[src/rtl/tv_recorder_pkg.sv]
// Shared definitions for the test-vector recorder and the vector-file benches.
// Holds the FSM state encoding and the default record geometry.
package tv_recorder_pkg;

  typedef enum logic [1:0] {
    IDLE    = 2'd0,
    CAPTURE = 2'd1,
    DRAIN   = 2'd2,
    DONE    = 2'd3
  } state_t;

  localparam int TV_VEC_W  = 4;
  localparam int TV_DEPTH  = 16;
  localparam int TV_ADDR_W = $clog2(TV_DEPTH);

endpackage

[src/rtl/tv_buffer_ram.sv]
// DEPTH x VEC_W register array holding captured records.
// It has a synchronous write port and an asynchronous read port.
module tv_buffer_ram #(
  parameter int VEC_W  = 4,
  parameter int DEPTH  = 16,
  parameter int ADDR_W = 4
) (
  input  logic              clk,
  input  logic              we,
  input  logic [ADDR_W-1:0] waddr,
  input  logic [VEC_W-1:0]  wdata,
  input  logic [ADDR_W-1:0] raddr,
  output logic [VEC_W-1:0]  rdata
);

  logic [DEPTH-1:0][VEC_W-1:0] mem;

  // Contents are don't-care after reset, so the array carries no reset.
  always_ff @(posedge clk) begin
    if (we) mem[waddr] <= wdata;
  end

  assign rdata = mem[raddr];

endmodule

[src/rtl/tv_recorder.sv]
// Test-vector recorder: captures per-cycle sample records into a buffer, then
// streams them out over a valid/ready port in the same packed layout.
module tv_recorder
  import tv_recorder_pkg::*;
#(
  parameter int VEC_W  = TV_VEC_W,
  parameter int DEPTH  = TV_DEPTH,
  parameter int ADDR_W = TV_ADDR_W
) (
  input  logic              clk,
  input  logic              reset_n,
  input  logic              start,
  input  logic              stop,
  input  logic              sample_en,
  input  logic [VEC_W-1:0]  sample_data,
  input  logic              rd_ready,
  output logic              rd_valid,
  output logic [VEC_W-1:0]  rd_data,
  output logic              rd_last,
  output logic              busy,
  output logic              done,
  output logic [ADDR_W:0]   count,
  output logic              overflow
);

  localparam logic [ADDR_W:0] FULL = (ADDR_W+1)'(DEPTH);

  state_t            state, nxt;
  logic [ADDR_W-1:0] wr_ptr, rd_ptr;
  logic [ADDR_W:0]   cnt_nxt;
  logic [VEC_W-1:0]  ram_q;
  logic              wr_en, start_ok, xfer, is_drain, last_hit;

  assign wr_en    = (state == CAPTURE) && sample_en;
  assign cnt_nxt  = count + {{ADDR_W{1'b0}}, wr_en};
  assign start_ok = start && ((state == IDLE) || (state == DONE));
  assign is_drain = (state == DRAIN);
  assign last_hit = ({1'b0, rd_ptr} == (count - 1'b1));
  assign xfer     = is_drain && rd_ready;

  tv_buffer_ram #(.VEC_W(VEC_W), .DEPTH(DEPTH), .ADDR_W(ADDR_W)) u_ram (
    .clk   (clk),
    .we    (wr_en),
    .waddr (wr_ptr),
    .wdata (sample_data),
    .raddr (rd_ptr),
    .rdata (ram_q)
  );

  always_ff @(posedge clk or negedge reset_n) begin
    if (!reset_n) state <= IDLE;
    else          state <= nxt;
  end

  // A sample arriving together with stop is counted before the exit decision.
  always_comb begin
    nxt = state;
    case (state)
      IDLE, DONE: if (start) nxt = CAPTURE;
      CAPTURE: begin
        if (cnt_nxt == FULL)  nxt = DRAIN;
        else if (stop)        nxt = (cnt_nxt == '0) ? DONE : DRAIN;
      end
      DRAIN:      if (xfer && last_hit) nxt = DONE;
      default:    nxt = IDLE;
    endcase
  end

  always_comb begin
    rd_valid = is_drain;
    rd_last  = is_drain && last_hit;
    rd_data  = is_drain ? ram_q : '0;
    busy     = (state == CAPTURE) || is_drain;
    done     = (state == DONE);
  end

  // Start clears everything, including an overflow raised in the same cycle.
  always_ff @(posedge clk or negedge reset_n) begin
    if (!reset_n) begin
      wr_ptr   <= '0;
      rd_ptr   <= '0;
      count    <= '0;
      overflow <= 1'b0;
    end else if (start_ok) begin
      wr_ptr   <= '0;
      rd_ptr   <= '0;
      count    <= '0;
      overflow <= 1'b0;
    end else begin
      if (wr_en) begin
        wr_ptr <= wr_ptr + 1'b1;
        count  <= cnt_nxt;
      end
      if (xfer) rd_ptr <= rd_ptr + 1'b1;
      if (sample_en && ((state == DRAIN) || (state == DONE))) overflow <= 1'b1;
    end
  end

endmodule

[config.mk]
export PLATFORM = sky130hd
export DESIGN_NAME = tv_recorder
export DESIGN_NICKNAME = d
export VERILOG_FILES = /design/src/rtl/tv_recorder_pkg.sv /design/src/rtl/tv_buffer_ram.sv /design/src/rtl/tv_recorder.sv
export SDC_FILE = /design/constraint.sdc
export NUM_CORES = 1
export LEC_CHECK = 0
export CAP_MARGIN = 20
export CORE_UTILIZATION = 55
export CTS_BUF_LIST = sky130_fd_sc_hd__clkbuf_8
export DETAILED_ROUTE_END_ITERATION = 7
export GPL_ROUTABILITY_DRIVEN = 0
export PLACE_DENSITY = 0.75
export REMOVE_ABC_BUFFERS = 1
export SLEW_MARGIN = 40
export SYNTH_ARGS = -nofsm -noshare
export SYNTH_HDL_FRONTEND = slang
export SYNTH_SLANG_ARGS = --single-unit
[constraint.sdc]
create_clock -name clk -period 2.8 [get_ports clk]
set_input_delay 0.56 -clock clk [delete_from_list [all_inputs] [get_ports clk]]
set_output_delay 0.56 -clock clk [all_outputs]
set_load 0.05 [all_outputs]
==> results.yml, run 1 <==
outcome:
  status: "complete, but fails checks"
  failed_checks: "negative setup slack"
detailed_routing:
  vias: 2063
  drt_iter0_markers: 129
  wirelength_um: 7207
  drc_errors: 0
  dr.pass1.iters: 4
  avgViaCountPerCell: 5.894
  ant_nets: 0
  post_drt_wl_per_cell_um: 20.59
floorplanning:
  start_util_pct: 56.90
  io_pins: 24
  die_w_um: 82.82
  core_area_sq_um: 6314
  dieArea_sq_um: 6858
  row_count: 29
  die_h_um: 82.82
cells_and_area:
  design_area_sq_um: 4268
  mostFrequentLayoutCell: "edfxtp_1"
  diodes: 0
  nets: 289
  drive_gt1_share_pct: 22.34
  mostFrequentLayoutCells: "edfxtp_1, nor2_1, mux4_2"
  area_delta_synth_final_pct: 18.81
  fillers: 456
cts:
  numCtsBuffers: 9
  ctsHoldBuffers: 0
  ctsLongestPathBuffers: 2
  cts_tree: "built"
  clk_latency_ns: 0.36
  cts.sinks: 80
  ctsRootBufferMaster: "clkbuf_8"
  path_clk_slew_ns: 0.08
  htreeDepth: 3
synth:
  avgSynthCellArea_sq_um: 15.48
  ys_types: 32
  synth-seq-area-share_pct: 64.65
  yosysWarnings: 0
  synth-seq-cells: 80
  postSynthCellCount: 232
  syn_area_sq_um: 3592
worst_setup_path:
  crit_path_end_kind: "output pin"
  crit_arrival_ns: 2.32
  crit_type: "flip-flop to output pin"
  worst_ep_required_time_ns: 2.24
  rrSetupSlack_ns: 0.44
  critPathLaunchType: "flip-flop"
  path_max_fanout: 7
sta:
  fin_worst_skew_ns: 0.01125
  drv_slew: 0
  period_share_pct: 102.8
  fin_tns_setup_ns: -0.2430
  hold_slack_ns: 0.1087
  relSlewSlack_pct: 59.71
  hold_viol_final: 0
  worst_slew_pin_slew_ns: 0.6025
  layout_min_cycle_time_ns: 2.878
  setup_slack_ns: -0.07817
  fmax_ghz: 0.3474
  setup_viol: 4
  grt_setup_unrepaired: "yes"
pwr:
  p_total_mw: 3.800
  leakagePower_nw: 1.507
  vdd_drop_max_v: 0.0005909
  power_density_nw_per_um2: 890.3
min_path:
  hold_path_class: "input pin to async pin"
place:
  port_buffers: 23
  placed_cell_area_sq_um: 3955
  dpl.hpwl_um: 4563
  place_ws_ns: 0.2244
global_routing:
  grt_overflow: 0
  first_global_vias: 2097
  grt_max_degree: 21
  grt_antenna_before_repair: 0
  grt_pass1_wl_um: 11700
  grt_usage_pct: 23.32
run:
  drv_cap: 0
==> registers in the layout (all words and copies together) (netlist names) <==
name       count
overflow       1
count          5
wr_ptr         4
rd_ptr         4
u_ram.mem     64
state          2
==> timing repair <==
item / in CTS / in global routing
pin swaps: 2 / 2
resized for setup: 11 / 6
cloned: 2 / 0
setup endpoints to repair: 4 / 5
setup buffers: 1 / 0
==> cell usage after synthesis <==
| cell | number | share of area, % |
|---|---|---|
| nand4_1 | 3 | 0.52 |
| mux4_2 | 20 | 13 |
| buf_6 | 1 | 0.31 |
| nand3_1 | 6 | 0.84 |
| o31ai_1 | 1 | 0.21 |
| buf_2 | 2 | 0.28 |
| and2_1 | 4 | 0.70 |
| nand2_1 | 15 | 1.6 |
| nor3_1 | 6 | 0.84 |
| clkbuf_1 | 8 | 0.84 |
| nand2b_1 | 4 | 0.70 |
| buf_4 | 1 | 0.21 |
| a2bb2oi_1 | 1 | 0.24 |
| a21oi_1 | 9 | 1.3 |
| dfrtp_1 | 16 | 11 |
| a31oi_1 | 2 | 0.35 |
| nor3b_1 | 1 | 0.21 |
| o21ai_0 | 5 | 0.70 |
| and2_0 | 1 | 0.17 |
| a41o_1 | 1 | 0.28 |
| nor2_1 | 20 | 2.1 |
| xor3_1 | 1 | 0.66 |
| or3_1 | 3 | 0.52 |
| or4b_2 | 1 | 0.28 |
| ha_1 | 11 | 3.8 |
| xnor2_1 | 5 | 1.2 |
| inv_1 | 9 | 0.94 |
| a32o_1 | 1 | 0.28 |
| buf_12 | 1 | 0.56 |
| edfxtp_1 | 64 | 54 |
| and4b_1 | 1 | 0.28 |
| xor2_1 | 8 | 2.0 |
==> area by class of cell <==
cell class / instances / area (sq um) / area share, %
multi-input cells: 130 / 1172 / 27.47
clock inverters: 7 / 87.58 / 2.052
inverters: 9 / 33.78 / 0.7916
clock buffers: 9 / 123.9 / 2.902
well taps: 77 / 96.34 / 2.257
flip-flops and latches: 80 / 2323 / 54.44
repair buffers: 38 / 430.4 / 10.09
==> through the flow <==
stage | utilization (%) | cells
2_1_floorplan | - | 219
3_3_place_gp | 62.64 | 331
3_5_place_dp | 62.64 | 331
4_1_cts | 67.44 | 350
5_1_grt | 67.60 | 350
6_report | 67.60 | 350
==> worst paths after layout <==
kind	end	cells after the start	start
max in group asynchronous	rd_ptr[0]	1	reset_n
min	overflow	1	reset_n
max reg2reg	state[1]	11	state[1]
min in group clk	overflow	2	overflow
min reg2reg	overflow	2	overflow
max	rd_data[3]	5	rd_ptr[0]
==> report_power, final <==
group	switching, mW	internal (mW)	leakage (nW)
registers	0.0750	1.36	0.788
logic	0.783	0.682	0.609
clock network	0.405	0.496	0.110
total	1.26	2.54	1.51
==> metal layers <==
| layer | track usage, % | wire length, um | share of wire, % | vias to the layer above |
|---|---|---|---|---|
| met5 | 0 | 0 | 0 | - |
| met4 | 10.34 | 168 | 2.3 | 0 |
| met3 | 5.368 | 558 | 7.7 | 14 |
| met2 | 33.23 | 3372 | 47 | 74 |
| met1 | 34.75 | 3107 | 43 | 1032 |
| li1 | - | - | - | 943 |
==> worst max-delay path: stages (launching register included) <==
cell and delay (ns):
dfrtp_2 0.48, clkbuf_16 0.20, mux4_2 0.52, mux4_2 0.47, and2_4 0.16, buf_8 0.14
==> cells by family after synthesis <==
kind of cell,count (synthesis),synth area share (%)
buffers and inverters,22,3.135
AOI/OAI and AO/OA,20,3.309
DFF,80,64.65
xor gates and xnor gates,14,3.831
and+or+nand+nor,65,8.708
muxes,20,12.54
adders and majority gates,11,3.831
Power figures use the tool's default switching activity.
==> inputs of run 2 (changes only) <==
--- a/config.mk
+++ b/config.mk
@@ -6,11 +6,12 @@
 export NUM_CORES = 1
 export LEC_CHECK = 0
 export CAP_MARGIN = 20
-export CORE_UTILIZATION = 55
+export CORE_ASPECT_RATIO = 1.5
+export CORE_UTILIZATION = 40
 export CTS_BUF_LIST = sky130_fd_sc_hd__clkbuf_8
 export DETAILED_ROUTE_END_ITERATION = 7
+export DONT_BUFFER_PORTS = 1
 export GPL_ROUTABILITY_DRIVEN = 0
-export PLACE_DENSITY = 0.75
 export REMOVE_ABC_BUFFERS = 1
 export SLEW_MARGIN = 40
 export SYNTH_ARGS = -nofsm -noshare
==> run 2 against run 1 <==
  * Flip-flop and latch count stayed put
  * Critical endpoint is now rd_data[2]
  * Wire length fell by 2.8%
  * The run now ends clean
  * Combinational power decreased by 20%
==> results.yml, run 2 (synthesis results as in run 1) <==
outcome:
  status: "finished clean"
min_path:
  hold_path_class: "input pin to async pin"
sta:
  fmax_ghz: 0.3670
  fin_worst_skew_ns: 0.01178
  grt_setup_unrepaired: "no"
  relSlewSlack_pct: 49.30
  setup_viol: 0
  hold_viol_final: 0
  drv_slew: 0
  worst_slew_pin_slew_ns: 0.7546
  period_share_pct: 97.31
  layout_min_cycle_time_ns: 2.725
place:
  dpl.hpwl_um: 5065
  placed_cell_area_sq_um: 3756
  placed_cells: 343
  port_buffers: 0
detailed_routing:
  avgViaCountPerCell: 5.348
  wirelength_um: 7007
  ant_nets: 0
  dr.pass1.iters: 4
  post_drt_wl_per_cell_um: 19.52
  drt_iter0_markers: 102
  drc_errors: 0
  vias: 1920
cells_and_area:
  diodes: 0
  regMostFlops: "u_ram.mem"
  multi_input_area_sq_um: 1167
  final_cells: 359
  mostFrequentLayoutCells: "edfxtp_1, nor2_1, mux4_2"
  mostFrequentLayoutCell: "edfxtp_1"
  design_area_sq_um: 3968
  regArea_sq_um: 2323
  area_delta_synth_final_pct: 10.45
  nets: 266
  largest_reg_flops: 64
  top_regs: "u_ram.mem (64), count (5)"
  fillers: 756
  drive_gt1_share_pct: 22.09
global_routing:
  grt_pass1_wl_um: 11350
  grt_overflow: 0
  grt_antenna_before_repair: 0
  first_global_vias: 2147
  grt_usage_pct: 17.15
  grt_max_degree: 21
worst_setup_path:
  rr_worst_depth: 11
  path_max_fanout: 11
  crit_type: "flip-flop to output pin"
  cp-endpoint: "rd_data[2]"
  critPathLaunchType: "flip-flop"
  path_depth: 4
  crit_path_end_kind: "output pin"
  rrSetupSlack_ns: 0.52
  crit_start: "rd_ptr[0]"
  crit_chain: "buf_12 > mux4_2 > mux4_2 > and2_4"
  r2r_start: "state[1]"
  r2r_end: "state[1]"
  worst-path-buf-inv: 1
  critical-path-top-delay-family: "multiplexers"
  crit_top_cell: "mux4_2"
  worst_ep_required_time_ns: 2.24
  slowest_delay_ns: 0.53
  crit_arrival_ns: 2.16
  crit_path_top_delay_cell: "mux4_2"
cts:
  ctsRootBufferMaster: "clkbuf_8"
  post-cts-setup-buffers: 0
  path_clk_slew_ns: 0.09
  cts_tree: "built"
  cts.sinks: 80
  numCtsBuffers: 9
  htreeDepth: 3
  clk_latency_ns: 0.36
  ctsLongestPathBuffers: 2
pwr:
  comb_power_share_pct: 34.7
  leakagePower_nw: 1.369
  p_int_mw: 2.164
  seqPwrFrac_pct: 42.9
  p_clk_share_pct: 22.5
  p_total_mw: 3.374
  p_sw_mw: 1.210
  power_density_nw_per_um2: 850.3
  switching_share_pct: 35.86
  vdd_drop_max_v: 0.0005885
floorplanning:
  die_w_um: 79.38
  dieArea_sq_um: 9371
  io_pins: 24
  row_count: 42
  core_area_sq_um: 8776
  die_h_um: 118.1
  start_util_pct: 40.93
run:
  drv_cap: 0
## run 2: cell types whose count changed in the layout (fill, tap and decap cells not counted), moves of 2 or more
cell             previous run  this run
clkdlybuf4s50_1            17         0
clkinv_4                    0         3
bufinv_16                   2         0
inv_1                      11         9
buf_8                       4         0
## run 2: metal layers
layer / wire length, um / GRT usage, %
met5: 0 / 0
met4: 261 / 10.45
met3: 247 / 3.643
met2: 3923 / 30.66
met1: 2575 / 17.75
## run 2: worst min path at each step
stage / startpoint / endpoint / slack [ns] / depth (start not counted)
after global routing: reset_n / overflow / 0.12 / 1
after global placement: reset_n / count[3] / 0.26 / 0
after floorplan: reset_n / count[0] / 0.26 / 0
after detailed placement: reset_n / count[3] / 0.26 / 0
after CTS: sample_data[3] / u_ram.mem[3] / 0.27 / 0
final: reset_n / overflow / 0.10 / 1
## run 2: timing repair
| action | in CTS | in global routing |
|---|---|---|
| endpoints found under the setup margin | 4 | 3 |
| hold endpoints to repair | 16 | 0 |
| resized for setup | 10 | 5 |
| hold buffers | 1 | 0 |
## run 2: power groups by stage
stage / Clock [mW] / Sequential, mW / Combinational (mW)
global route: 0.818 / 1.46 / 1.27
CTS: 0.772 / 1.44 / 1.17
floorplan: 0 / 1.55 / 0.779
finish: 0.759 / 1.45 / 1.17
detailed placement: 0 / 1.47 / 1.12
global placement: 0 / 1.46 / 1.11
## run 2: final cells by class
cell class	instances	area share (%)
Multi-Input combinational cell	130	29.42
Clock buffer	9	3.122
Clock inverter	6	1.167
Tap cell	110	3.469
Timing Repair Buffer	15	3.406
Inverter	9	0.8515
Sequential cell	80	58.56
## run 2: per-stage QoR
step	setup TNS, ns	hold WS, ns	utilization, %	setup slack (ns)
final	0	0.1016	45.21	0.07545
after CTS	0	0.2744	45.05	0.04003
after floorplan	-0.5925	0.2644	-	-0.3625
after detailed placement	0	0.2649	42.80	0.3102
after global routing	0	0.1204	45.21	0.004513
after global placement	0	0.2648	42.80	0.3058
